<file path="config.mk">
export PLATFORM = sky130hd
export DESIGN_NAME = pmu_hfosc_sequencer
export DESIGN_NICKNAME = d
export VERILOG_FILES = /design/src/rtl/pmu_hfosc_sequencer_pkg.sv /design/src/rtl/pmu_hfosc_sequencer_sync_2ff.sv /design/src/rtl/pmu_hfosc_sequencer.sv
export SDC_FILE = /design/constraint.sdc
export NUM_CORES = 1
export LEC_CHECK = 0
export ABC_AREA = 1
export CORE_MARGIN = 3
export CORE_UTILIZATION = 51
export DETAILED_ROUTE_END_ITERATION = 7
export PLACE_DENSITY = 0.72
export SETUP_SLACK_MARGIN = 0.15
export SYNTH_ARGS = -nofsm -noshare
export SYNTH_HDL_FRONTEND = slang
export SYNTH_HIERARCHICAL = 1
export SYNTH_SLANG_ARGS = --single-unit
</file>
<file path="constraint.sdc">
create_clock -name clk_i -period 2.8 [get_ports clk_i]
set_input_delay 0.42 -clock clk_i [delete_from_list [all_inputs] [get_ports clk_i]]
set_output_delay 0.42 -clock clk_i [all_outputs]
set_load 0.1 [all_outputs]
</file>
<file path="src/rtl/pmu_hfosc_sequencer_pkg.sv">
// Shared definitions for the HFOSC power sequencer.
// Contents:
//   hfosc_state_e    sequencer state encoding (OFF, PU_WAIT, ON, DRAIN)
//   hfosc_out_t      bundle of the four HF control/status outputs
//   DEF_* constants  default timing values
//   decode_outputs() maps a state to its output bundle
//   sat_inc16()      saturating 16-bit increment used by the wake counter
package pmu_hfosc_sequencer_pkg;

    typedef enum logic [1:0] {
        ST_OFF     = 2'd0,
        ST_PU_WAIT = 2'd1,
        ST_ON      = 2'd2,
        ST_DRAIN   = 2'd3
    } hfosc_state_e;

    typedef struct packed {
        logic powerup;
        logic enable;
        logic ready;
        logic busy;
    } hfosc_out_t;

    localparam int unsigned DEF_PU_SETTLE_CYCLES = 100;
    localparam int unsigned DEF_EN_DRAIN_CYCLES  = 4;
    localparam int unsigned DEF_MIN_OFF_CYCLES   = 8;
    localparam int unsigned DEF_CNT_W            = 8;

    // Output pattern for each state; unknown encodings map to the safe all-off pattern.
    function automatic hfosc_out_t decode_outputs(input hfosc_state_e st);
        hfosc_out_t o;
        case (st)
            ST_OFF:     o = '{powerup: 1'b0, enable: 1'b0, ready: 1'b0, busy: 1'b0};
            ST_PU_WAIT: o = '{powerup: 1'b1, enable: 1'b0, ready: 1'b0, busy: 1'b1};
            ST_ON:      o = '{powerup: 1'b1, enable: 1'b1, ready: 1'b1, busy: 1'b0};
            ST_DRAIN:   o = '{powerup: 1'b1, enable: 1'b1, ready: 1'b0, busy: 1'b1};
            default:    o = '{powerup: 1'b0, enable: 1'b0, ready: 1'b0, busy: 1'b0};
        endcase
        return o;
    endfunction

    // Increment that sticks at all-ones instead of wrapping.
    function automatic logic [15:0] sat_inc16(input logic [15:0] v);
        logic [15:0] r;
        if (v == 16'hFFFF) begin
            r = v;
        end else begin
            r = v + 16'h0001;
        end
        return r;
    endfunction

endpackage

</file>
<file path="src/rtl/pmu_hfosc_sequencer_sync_2ff.sv">
// Two-flop synchronizer for a single level signal crossing into clk_i.
// Ports:
//   clk_i    destination clock
//   reset_i  synchronous active-high reset; both flops load RESET_VAL
//   d_i      asynchronous level input
//   q_o      synchronized level (two clk_i cycles of latency)
module pmu_hfosc_sequencer_sync_2ff #(
    parameter logic RESET_VAL = 1'b0
) (
    input  logic clk_i,
    input  logic reset_i,
    input  logic d_i,
    output logic q_o
);

    logic meta_q;
    logic sync_q;

    // Synchronizer chain; the first stage may go metastable, the second resolves it.
    always_ff @(posedge clk_i) begin
        if (reset_i) begin
            meta_q <= RESET_VAL;
            sync_q <= RESET_VAL;
        end else begin
            meta_q <= d_i;
            sync_q <= meta_q;
        end
    end

    assign q_o = sync_q;

endmodule

</file>
<file path="src/rtl/pmu_hfosc_sequencer.sv">
// HFOSC power-up / enable / drain / power-down sequencer, clocked by the
// always-on low-frequency clock.
// Ports:
//   clk_i            always-on LF clock
//   reset_i          synchronous active-high reset
//   pwr_req_i        HF clock request from the PMU (asynchronous level)
//   clkhf_powerup_o  to HFOSC CLKHFPU
//   clkhf_enable_o   to HFOSC CLKHFEN
//   hf_ready_o       HF clock stable and usable (ON only)
//   seq_busy_o       transition in progress (PU_WAIT or DRAIN)
//   wake_count_o     ON entries since reset, saturating
module pmu_hfosc_sequencer
    import pmu_hfosc_sequencer_pkg::*;
#(
    parameter int unsigned PU_SETTLE_CYCLES = DEF_PU_SETTLE_CYCLES,
    parameter int unsigned EN_DRAIN_CYCLES  = DEF_EN_DRAIN_CYCLES,
    parameter int unsigned MIN_OFF_CYCLES   = DEF_MIN_OFF_CYCLES,
    parameter int unsigned CNT_W            = DEF_CNT_W,
    parameter logic        RESET_ON         = 1'b1
) (
    input  logic        clk_i,
    input  logic        reset_i,
    input  logic        pwr_req_i,
    output logic        clkhf_powerup_o,
    output logic        clkhf_enable_o,
    output logic        hf_ready_o,
    output logic        seq_busy_o,
    output logic [15:0] wake_count_o
);

    // Terminal counts. PU_WAIT and DRAIN count from zero, so their last
    // cycle is N-1; OFF saturates at MIN_OFF_CYCLES to mark the off-timer expired.
    localparam logic [CNT_W-1:0] SETTLE_LAST = CNT_W'(PU_SETTLE_CYCLES - 1);
    localparam logic [CNT_W-1:0] DRAIN_LAST  = CNT_W'(EN_DRAIN_CYCLES - 1);
    localparam logic [CNT_W-1:0] OFF_DONE    = CNT_W'(MIN_OFF_CYCLES);
    localparam logic [CNT_W-1:0] CNT_ZERO    = {CNT_W{1'b0}};
    localparam logic [CNT_W-1:0] CNT_ONE     = CNT_W'(1);

    // Booting into ON leaves the off-timer irrelevant; booting into OFF pre-expires
    // it so the first request is honoured without an extra wait.
    localparam hfosc_state_e     RST_STATE = RESET_ON ? ST_ON : ST_OFF;
    localparam logic [CNT_W-1:0] RST_CNT   = RESET_ON ? CNT_ZERO : OFF_DONE;

    logic             req_s;
    hfosc_state_e     state_q, state_d;
    logic [CNT_W-1:0] cnt_q, cnt_d;
    logic [15:0]      wake_q, wake_d;
    hfosc_out_t       outs_q, outs_d;

    pmu_hfosc_sequencer_sync_2ff #(
        .RESET_VAL (RESET_ON)
    ) u_req_sync (
        .clk_i   (clk_i),
        .reset_i (reset_i),
        .d_i     (pwr_req_i),
        .q_o     (req_s)
    );

    // Next-state, shared timer and wake counter update.
    always_comb begin
        state_d = state_q;
        cnt_d   = cnt_q;
        wake_d  = wake_q;
        case (state_q)
            ST_OFF: begin
                if (req_s && (cnt_q == OFF_DONE)) begin
                    state_d = ST_PU_WAIT;
                    cnt_d   = CNT_ZERO;
                end else if (cnt_q < OFF_DONE) begin
                    cnt_d = cnt_q + CNT_ONE;
                end else begin
                    // Clamp also recovers from any out-of-range count.
                    cnt_d = OFF_DONE;
                end
            end
            ST_PU_WAIT: begin
                if (!req_s) begin
                    // Abort before enable is ever asserted.
                    state_d = ST_OFF;
                    cnt_d   = CNT_ZERO;
                end else if (cnt_q == SETTLE_LAST) begin
                    state_d = ST_ON;
                    cnt_d   = CNT_ZERO;
                    wake_d  = sat_inc16(wake_q);
                end else begin
                    cnt_d = cnt_q + CNT_ONE;
                end
            end
            ST_ON: begin
                if (!req_s) begin
                    state_d = ST_DRAIN;
                    cnt_d   = CNT_ZERO;
                end else begin
                    cnt_d = CNT_ZERO;
                end
            end
            ST_DRAIN: begin
                if (req_s) begin
                    // Oscillator never stopped, so re-acquire skips the settle wait.
                    state_d = ST_ON;
                    cnt_d   = CNT_ZERO;
                    wake_d  = sat_inc16(wake_q);
                end else if (cnt_q == DRAIN_LAST) begin
                    state_d = ST_OFF;
                    cnt_d   = CNT_ZERO;
                end else begin
                    cnt_d = cnt_q + CNT_ONE;
                end
            end
            default: begin
                state_d = ST_OFF;
                cnt_d   = CNT_ZERO;
            end
        endcase
        // Outputs are registered from the next state so they align with state_q.
        outs_d = decode_outputs(state_d);
    end

    // State, timer, wake counter and output registers.
    always_ff @(posedge clk_i) begin
        if (reset_i) begin
            state_q <= RST_STATE;
            cnt_q   <= RST_CNT;
            wake_q  <= 16'h0000;
            outs_q  <= decode_outputs(RST_STATE);
        end else begin
            state_q <= state_d;
            cnt_q   <= cnt_d;
            wake_q  <= wake_d;
            outs_q  <= outs_d;
        end
    end

    assign clkhf_powerup_o = outs_q.powerup;
    assign clkhf_enable_o  = outs_q.enable;
    assign hf_ready_o      = outs_q.ready;
    assign seq_busy_o      = outs_q.busy;
    assign wake_count_o    = wake_q;

endmodule

</file>
==> impl_results.md, run 1 <==
- Nets: 279
- CP Cell Sequence: ha_1 > nand3_2 > inv_1 > nand2_1 > inv_1 > nand2_1 > nand3_2 > o21ai_0 > nor2_1
- Setup crit start kind: register
- Cells after synthesis: about 250
- Post CTS Setup Buffer Count: 0
- Root buffer cell: clkbuf_4
- Area grow syn2layout: 16.2%
- DRT Wirelength: 3510 µm
- Relative max-transition margin: 0.662
- Most frequent cells in the layout: nand2_1 (75), nor2_1 (37), dfxtp_1 (31)
- Largest net degree at the start of global routing: 18
- Reg area: 621 µm²
- Crit Path Class: reg2reg
- Hold path startpoint: u_req_sync/meta_q$_SDFF_PP1_
- CTS H-tree lvls: 2
- Start of the worst register-to-register path: wake_count_o[0]$_SDFFE_PP0P_
- Post-route cell area: 1970 µm²
- Grt total ovfl: 0
- CP startpoint: wake_count_o[0]$_SDFFE_PP0P_
- Post-CTS Hold Buffers: 0
- Site Rows: 20
- Worst Hold End: u_req_sync/q_o$_SDFF_PP1_
- Worst setup margin: 1.00 ns
- Die width: 63.7 µm
- GRT Total Usage: 0.191
- Switching Power: 0.000190 W
- Synth Register Bits: 31
- Via count: roughly 1500
- Least-Margin Pin Slew: between 0.5 and 0.6 ns
- Initial Util: 0.546
- Placer Congestion: 0.868
- Antenna Diode Count: 0
- Vias/cell: 4.83
- 1st-pass router iterations: 4
- Area after DPL: 1900 µm²
- Yosys warnings: 6
- Most common cell after layout, fill and taps aside: nand2_1
- Slew Viols, Final: 0
- IO Pins: 23
- Fmax: around 560 MHz
- DRC Markers: 0
- Distinct cells, synth: 25
- Wire length per cell: 11.0 µm
- Pwr Density: 401 nW/µm²
- Vias in the first global route: 1376
- Clk network pwr share: 0.385
- RSZ-0062 raised after global routing: no
- Setup-failing EPs final: 0
- Min Hold Slack: 0.425 ns
- Share of cells above drive strength 1: 0.164
- Core ar.: 3100 µm²
- Worst hold path type: reg2reg
- Seq pwr share: 0.565
- Iter 0 DRT Violations: ~110
- Hold Violations, Final: 0
- Pleak: 0.785 nW
- Multi-input combinational cell area: about 940 µm²
- Reg2Reg Setup Slack: 1.00 ns
- DP HPWL: approximately 2600 µm
- Clk sinks: 31
- R2R Path End: wake_count_o[1]$_SDFFE_PP0P_
- CTS tree: built
- Fillers: 314
- Register area share after synthesis: 0.366
- Largest stage delay on the critical path: 0.38 ns
- Worst Setup End Kind: register
- First-pass GRT wire length: 6180 µm
- Worst path arrival time: 2.02 ns
- Cells on Worst Hold Path: 2
- Fin crit period: 1.80 ns
- Worst-Skew Late Latency: 0.33 ns
- R2R cell count: 9
- Switching Share: 0.240
- Final ANT Viol Nets: 0
- Clock buffer depth: 2
- Combinational power share: 0.050
- Netlist Area Pre-Place: 1700 µm²
- Crit path buf inv count: 2
- Maxcap violations: 0
- Clock slew at reported path FFs: ~0.1 ns
- Final clock skew: 0.0106 ns
- PortBufs: 22
- Die H: between 60 and 70 µm
- Initial antenna violation count: 0
- Final setup TNS: 0 ns
- Critical Path RT: 3.03 ns
- Pre-CTS setup slack: a little over 1 ns
- Die ar.: about 4100 µm²
- Final worst path period share: 0.641
- CTS Buf Count: 5
- Crit Path Max Fanout: 15
- Cell family with most CP delay: simple AND/OR/NAND/NOR gates
- # resized after CTS: 0
- Mapped Nets: roughly 250
- Syn avg cell area: 6.86 µm²
- Status: completed
- P_int: 0.000601 W
- VDD IR max: 269 µV
- Slowest cell on the critical path: dfxtp_1
-- how the worst max path moves through the flow --
stage | to | depth (start not counted) | slack, ns
after CTS | wake_count_o[5]$_SDFFE_PP0P_ | 9 | 1.01
after global routing | wake_count_o[2]$_SDFFE_PP0P_ | 9 | 0.82
final | wake_count_o[1]$_SDFFE_PP0P_ | 9 | 1.00
after floorplan | wake_count_o[11]$_SDFFE_PP0P_ | 10 | 0.48
after global placement | wake_count_o[1]$_SDFFE_PP0P_ | 9 | 1.05
after detailed placement | wake_count_o[1]$_SDFFE_PP0P_ | 9 | 1.03
-- flip-flops by register name, indices dropped and copies added, names as in the netlist --
| register | cells |
|---|---|
| u_req_sync/meta_q | 1 |
| cnt_q | 8 |
| state_q | 2 |
| u_req_sync/q_o | 1 |
| clkhf_enable_o | 1 |
| hf_ready_o | 1 |
| wake_count_o | 16 |
| clkhf_powerup_o | 1 |
-- routing by layer --
layer | wire length, µm | vias to the layer above | track usage
met1 | 1850 | 668 | 0.264
met3 | 206 | 5 | 0.0624
met5 | 0 | - | 0
met2 | 1420 | 42 | 0.282
li1 | - | 820 | -
met4 | 27 | 0 | 0.0566
-- worst reg2reg max path: cells and delay by family, from the launching register on --
kind | cells | cell delay [ns]
simple gates | 5 | 0.66
flops | 1 | 0.38
fa+ha+maj | 1 | 0.29
compound gates | 1 | 0.26
buf+inv | 2 | 0.10
-- logic make-up after synthesis --
logic type / share of synthesized area
AND/OR/NAND/NOR: 0.368
buffers and inverters: 0.0819
flip-flops: 0.366
AO/OA/AOI/OAI: 0.0797
XOR/XNOR: 0.0827
adder cells (fa/ha/maj): 0.0221
-- synthesized netlist by cell type --
| cell | instances | area share |
|---|---|---|
| nor3_1 | 3 | 0.0089 |
| nor2_8 | 1 | 0.012 |
| xor2_1 | 8 | 0.041 |
| a21oi_1 | 12 | 0.035 |
| nand2_2 | 1 | 0.0037 |
| nand3b_1 | 2 | 0.0089 |
| nand3_1 | 13 | 0.038 |
| xnor2_1 | 8 | 0.041 |
| clkbuf_1 | 2 | 0.0044 |
| and2_1 | 1 | 0.0037 |
| nor3b_1 | 1 | 0.0044 |
| inv_2 | 3 | 0.0066 |
| nor2_1 | 37 | 0.082 |
| nand3_2 | 2 | 0.012 |
| nand4_1 | 3 | 0.011 |
| nand2_1 | 75 | 0.17 |
| dfxtp_1 | 31 | 0.37 |
| buf_6 | 2 | 0.013 |
| nor2_2 | 1 | 0.0037 |
| o21ai_0 | 3 | 0.0089 |
| a21oi_2 | 6 | 0.031 |
| o31ai_1 | 1 | 0.0044 |
| inv_1 | 26 | 0.058 |
| ha_1 | 3 | 0.022 |
| nand2_4 | 2 | 0.013 |
-- power groups by stage --
stage | Combinational, W | Clock [W] | Sequential, W
2_1_floorplan | 0.0000176 | 0 | 0.000469
5_1_grt | 0.0000426 | 0.000331 | 0.000448
4_1_cts | 0.0000392 | 0.000314 | 0.000447
6_report | 0.0000393 | 0.000304 | 0.000447
3_3_place_gp | 0.0000391 | 0 | 0.000457
3_5_place_dp | 0.0000391 | 0 | 0.000457
-- stage by stage --
step / utilization / total power, W / instances
after floorplan: - / 0.000486 / 247
after global placement: 0.612 / 0.000496 / 310
after detailed placement: 0.612 / 0.000496 / 310
after CTS: 0.635 / 0.000800 / 318
after global routing: 0.635 / 0.000822 / 318
final: 0.635 / 0.000791 / 318
-- cell type report --
class	count	share of cell area
multi-input combinational	183	0.475
sequential	31	0.315
timing repair buffer	23	0.0902
inverter	29	0.0552
clock buffer	7	0.0330
tap	44	0.0279
clock inverter	1	0.00381
(Power assumes the default switching activity.)
==> run 2: changes to the inputs <==
==> constraint.sdc (replaced) <==
create_clock -name clk_i -period 1.8 [get_ports clk_i]
set_input_delay 0.27 -clock clk_i [delete_from_list [all_inputs] [get_ports clk_i]]
set_output_delay 0.27 -clock clk_i [all_outputs]
set_load 0.1 [all_outputs]
==> impl_results.md, run 2 (synthesis results as in run 1) <==
- Iter 0 DRT Violations: 68
- Final ANT Viol Nets: 0
- Clk network pwr share: 0.402
- Setup crit start kind: register
- Most frequent cells in the layout: nand2_1 (74), nor2_1 (37), inv_1 (26)
- Pleak: 0.873 nW
- GRT Total Usage: 0.197
- Pwr Density: roughly 560 nW/µm²
- Grt total ovfl: 0
- Initial Util: 0.546
- Nets: about 290
- IO Pins: 23
- Post-CTS Hold Buffers: 0
- Antenna Diode Count: 0
- 1st-pass router iterations: 4
- Final worst path period share: 0.873
- Via count: approximately 1600
- DP HPWL: 2610 µm
- First-pass GRT wire length: 6330 µm
- Slew Viols, Final: 0
- Crit Path Class: reg2reg
- CTS tree: built
- Vias in the first global route: approximately 1500
- CTS H-tree lvls: 2
- Share of cells above drive strength 1: 0.267
- P_int: 0.000976 W
- Worst path arrival time: 1.84 ns
- Setup-failing EPs final: 0
- Worst-Skew Late Latency: 0.33 ns
- Status: completed
- Least-Margin Pin Slew: 0.407 ns
- Fmax: 636 MHz
- Cell family with most CP delay: simple AND/OR/NAND/NOR gates
- Seq pwr share: 0.542
- Final clock skew: 0.00925 ns
- Clock slew at reported path FFs: 0.10 ns
- Placer Congestion: 0.880
- Largest stage delay on the critical path: 0.39 ns
- Crit path buf inv count: 3
- Multi-input combinational cell area: 1010 µm²
- Fin crit period: 1.57 ns
- Site Rows: 20
- Critical Path RT: 2.07 ns
- Clock buffer depth: 2
- Die width: 63.7 µm
- DRT Wirelength: 3830 µm
- Initial antenna violation count: 0
- Area grow syn2layout: 32.9%
- Reg area: about 660 µm²
- RSZ-0062 raised after global routing: no
- Switching Share: 0.230
- Wire length per cell: around 12 µm
- Most common cell after layout, fill and taps aside: nand2_1
- Fillers: about 260
- Largest net degree at the start of global routing: 18
- Slowest cell on the critical path: dfxtp_4
- Clk sinks: 31
- Largest register FFs: 16
- VDD IR max: 378 µV
- Core ar.: 3100 µm²
- Die H: 63.7 µm
- Worst hold path type: reg2reg
- Final setup TNS: 0 ns
- Maxcap violations: 0
- Relative max-transition margin: 0.727
- Combinational power share: 0.056
- Crit Path Max Fanout: 8
- Die ar.: slightly above 4000 µm²
- Min Hold Slack: 0.422 ns
- DRC Markers: 0
- Root buffer cell: clkbuf_4
- Hold Violations, Final: 0
- Worst Setup End Kind: register
- Vias/cell: 4.95
- CTS Buf Count: 5
- CP Cell Sequence: ha_4 > nand3_2 > inv_1 > nand2_1 > inv_1 > nand2_4 > inv_4 > nor2_4 > nand2_1 > a21oi_2
- PortBufs: 22
- Switching Power: 0.000291 W
-- run 2: power groups by stage --
stage / registers [W] / logic [W] / clock network (W)
after floorplan: 0.000721 / 0.0000275 / 0
after global placement: 0.000703 / 0.0000665 / 0
after detailed placement: 0.000703 / 0.0000667 / 0
after CTS: 0.000687 / 0.0000676 / 0.000526
after global routing: 0.000688 / 0.0000774 / 0.000548
final: 0.000687 / 0.0000712 / 0.000509
-- run 2: tightest hold or removal path, stage by stage (launching register included) --
cell and delay (ns):
dfxtp_1 0.32, inv_1 0.03, nand2_1 0.05
-- run 2: final timing paths --
| kind | to | depth (start not counted) | startpoint | slack, ns |
|---|---|---|---|---|
| setup reg to reg | wake_count_o[6]$_SDFFE_PP0P_ | 10 | wake_count_o[0]$_SDFFE_PP0P_ | 0.23 |
| setup / recovery | wake_count_o[6]$_SDFFE_PP0P_ | 10 | wake_count_o[0]$_SDFFE_PP0P_ | 0.23 |
| hold reg to reg | u_req_sync/q_o$_SDFF_PP1_ | 2 | u_req_sync/meta_q$_SDFF_PP1_ | 0.42 |
| hold / removal | u_req_sync/q_o$_SDFF_PP1_ | 2 | u_req_sync/meta_q$_SDFF_PP1_ | 0.42 |
-- run 2: layout make-up --
| class | count | share of cell area |
|---|---|---|
| Sequential cell | 31 | 0.294 |
| Clock buffer | 7 | 0.0339 |
| Timing Repair Buffer | 27 | 0.148 |
| Multi-Input combinational cell | 186 | 0.449 |
| Inverter | 29 | 0.0494 |
| Clock inverter | 1 | 0.00222 |
| Tap cell | 44 | 0.0244 |
-- run 2: metrics by stage --
step | cells | utilization | area [µm²] | setup WS (ns) | total power [W]
floorplan | 247 | - | 1750 | 0.151 | 0.000748
global placement | 311 | 0.671 | 2080 | 0.194 | 0.000769
detailed placement | 311 | 0.671 | 2080 | 0.132 | 0.000770
CTS | 319 | 0.700 | 2170 | 0.178 | 0.00128
global route | 325 | 0.726 | 2250 | 0.137 | 0.00131
finish | 325 | 0.726 | 2250 | 0.229 | 0.00127
-- run 2: repair_timing --
action	4_1_cts	5_1_grt
cloned	0	3
gates resized for setup	1	8
endpoints found under the setup margin	1	23
buffers inserted	0	3
pin swaps	0	3
-- run 2: layer usage --
| layer | vias up | GRT usage | wire [µm] |
|---|---|---|---|
| li1 | 841 | - | - |
| met1 | 709 | 0.263 | 1830 |
| met2 | 55 | 0.301 | 1680 |
| met3 | 5 | 0.0481 | 287 |
| met4 | 0 | 0.0836 | 35 |
| met5 | - | 0 | 0 |
==> run 3: changes to the inputs <==
--- a/config.mk
+++ b/config.mk
@@ -6,12 +6,13 @@
 export NUM_CORES = 1
 export LEC_CHECK = 0
 export ABC_AREA = 1
+export CELL_PAD_IN_SITES_DETAIL_PLACEMENT = 0
+export CELL_PAD_IN_SITES_GLOBAL_PLACEMENT = 1
 export CORE_MARGIN = 3
-export CORE_UTILIZATION = 51
+export CORE_UTILIZATION = 39
 export DETAILED_ROUTE_END_ITERATION = 7
-export PLACE_DENSITY = 0.72
+export PLACE_DENSITY = 0.76
 export SETUP_SLACK_MARGIN = 0.15
 export SYNTH_ARGS = -nofsm -noshare
 export SYNTH_HDL_FRONTEND = slang
-export SYNTH_HIERARCHICAL = 1
 export SYNTH_SLANG_ARGS = --single-unit
==> constraint.sdc (replaced) <==
create_clock -name clk_i -period 1.8 [get_ports clk_i]
set_input_delay 0.27 -clock clk_i [delete_from_list [all_inputs] [get_ports clk_i]]
set_output_delay 0.27 -clock clk_i [all_outputs]
set_load 0.01 [all_outputs]
==> impl_results.md, run 3 <==
- Status: completed
- Worst Hold End: u_req_sync.q_o$_SDFF_PP1_
- Post-synth top area share: 0.348
- Distinct cells, synth: 25
- Crit Path Class: reg2out
- Relative max-transition margin: 0.775
- Cells after synthesis: between 200 and 300
- Least-Margin Pin Slew: roughly 0.34 ns
- Die ar.: around 5400 µm²
- Via count: 1615
- Nets: approximately 300
- GRT Total Usage: 0.164
- Reg2Reg Setup Slack: 0.27 ns
- Final setup TNS: 0 ns
- IO Pins: 23
- Crit Path Max Fanout: 3
- Slowest cell on the critical path: clkdlybuf4s50_1
- CTS Buf Count: 5
- Final ANT Viol Nets: 0
- Start of the worst register-to-register path: wake_count_o[0]$_SDFFE_PP0P_
- CTS tree: built
- RSZ-0062 raised after global routing: yes
- Antenna Diode Count: 0
- Post CTS Setup Buffer Count: 0
- PortBufs: 22
- Die H: 73.6 µm
- Grt total ovfl: 0
- Clock slew at reported path FFs: 0.07 ns
- Vias in the first global route: around 1500
- Slew Viols, Final: 0
- Core ar.: about 4200 µm²
- Final worst path period share: 0.892
- Largest register FFs: 16
- Netlist Area Pre-Place: 1780 µm²
- Most frequent cell after synthesis: nand2_1
- Initial antenna violation count: 0
- DP HPWL: 3020 µm
- Worst Setup End Kind: output port
- Commonest cells in the netlist: nand2_1 (70), nor2_1 (33), dfxtp_1 (31), inv_1 (28), nand3_1 (15)
- 1st-pass router iterations: 4
- Fmax: about 620 MHz
- CP Cell Sequence: buf_4 > clkdlybuf4s50_1
- R2R cell count: 9
- CTS H-tree lvls: 2
- Die width: 73.6 µm
- Largest net degree at the start of global routing: 17
- Cells on Worst Hold Path: 1
- Cell family with most CP delay: buffers and inverters
- Worst path arrival time: between 1 and 1.5 ns
- Setup-failing EPs final: 0
- Yosys warnings: 0
- Wire length per cell: 11.6 µm
- Post-route cell area: 2220 µm²
- Fin crit period: between 1.5 and 2 ns
- Placer Congestion: ~0.8
- Pleak: just over 0.8 nW
- Clock buffer depth: 2
- Area grow syn2layout: 24.3%
- Vias/cell: ~4.7
- Maxcap violations: 0
- Post-synth ARST share: 0
- Final clock skew: 0.00587 ns
- CP startpoint: wake_count_o[7]$_SDFFE_PP0P_
- Crit path buf inv count: 2
- Hold Violations, Final: 0
- Largest stage delay on the critical path: approximately 0.53 ns
- R2R Path End: wake_count_o[1]$_SDFFE_PP0P_
- Hold path startpoint: u_req_sync.meta_q$_SDFF_PP1_
- Site Rows: 23
- Iter 0 DRT Violations: 52
- Syn avg cell area: 6.92 µm²
- Register area share after synthesis: 0.348
- Post-synth EDFFs: 0
- Pwr Density: approximately 590 nW/µm²
- First-pass GRT wire length: between 6000 and 7000 µm
- Synth Flop Type: dfxtp_1
- Initial Util: 0.425
- DRC Markers: 0
- Area after DPL: 2110 µm²
- Clk sinks: 31
- Synth area leader: dfxtp_1
- Synth top area cells: dfxtp_1 (35%), nand2_1 (15%), nor2_1 (6.9%), inv_1 (5.9%), nand2_2 (4.2%)
- Util after Layout: 0.528
- Share of cells above drive strength 1: 0.188
- Setup crit start kind: register
- Mapped Nets: 264
- DRT Wirelength: about 4000 µm
- Worst-Skew Late Latency: 0.28 ns
- Synth Register Bits: 31
- VDD IR max: 274 µV
- Most common cell after layout, fill and taps aside: nand2_1
- Critical Path RT: 1.53 ns
- Worst hold path type: reg2reg
- Most frequent cells in the layout: nand2_1 (70), nor2_1 (32), inv_1 (28), dfxtp_1 (28), clkdlybuf4s50_1 (22)
- Min Hold Slack: 0.415 ns
- Root buffer cell: clkbuf_8
-- run 3: cell types whose count changed in the layout (fill, tap and decap cells not counted), sizes merged, moves of 3 or more --
cell and change:
xnor2 -3, nand4 +7, o21ai +4, buf -16, clkdlybuf4s50 +20, nand2 +6
-- run 3: worst max-delay path by stage --
| stage | end | cells after the start |
|---|---|---|
| after floorplan | wake_count_o[6]$_SDFFE_PP0P_ | 9 |
| after global placement | wake_count_o[14]$_SDFFE_PP0P_ | 9 |
| after detailed placement | wake_count_o[15]$_SDFFE_PP0P_ | 9 |
| after CTS | wake_count_o[14]$_SDFFE_PP0P_ | 9 |
| after global routing | wake_count_o[6]$_SDFFE_PP0P_ | 9 |
| final | wake_count_o[7] | 2 |
-- run 3: logic make-up after synthesis --
kind of cell	synth area share
simple gates	0.400
xor+xnor	0.0540
buf+inv	0.0841
flops	0.348
fa+ha+maj	0.0210
compound gates	0.0926
-- run 3: layer usage --
layer  vias to the layer above  GRT usage  wire length, µm
met5                         -          0                0
li1                        876          -                -
met3                         8     0.0287               86
met4                         0     0.0664               68
met2                        17      0.269             1890
met1                       714      0.211             1920
-- run 3: cell type report --
type	count	area (µm²)
clock inverters	1	5.00
multi-input cells	193	1030
inverters	30	113
well taps	50	62.6
fillers	442	1980
flip-flops and latches	31	624
repair buffers	31	300
clock buffers	6	82.6
-- run 3: repair_timing --
| item | in CTS | in global routing |
|---|---|---|
| hold buffers | 0 | 0 |
| gates resized for setup | 1 | 8 |
| setup endpoints to repair | 2 | 24 |
| hold endpoints to repair | 0 | 0 |
-- run 3: through the flow --
stage | worst slack [ns] | instances | total power [W]
2_1_floorplan | 0.193 | 258 | 0.000745
5_1_grt | 0.138 | 342 | 0.00136
3_5_place_dp | 0.153 | 335 | 0.000767
4_1_cts | 0.159 | 342 | 0.00133
6_report | 0.194 | 342 | 0.00130
3_3_place_gp | 0.199 | 335 | 0.000767
-- run 3: report_power, final --
group / internal [W] / leakage (nW) / switching, W
Sequential: 0.000691 / 0.252 / 0.00000373
Combinational: 0.0000248 / 0.527 / 0.0000322
Clock: 0.000299 / 0.0470 / 0.000248
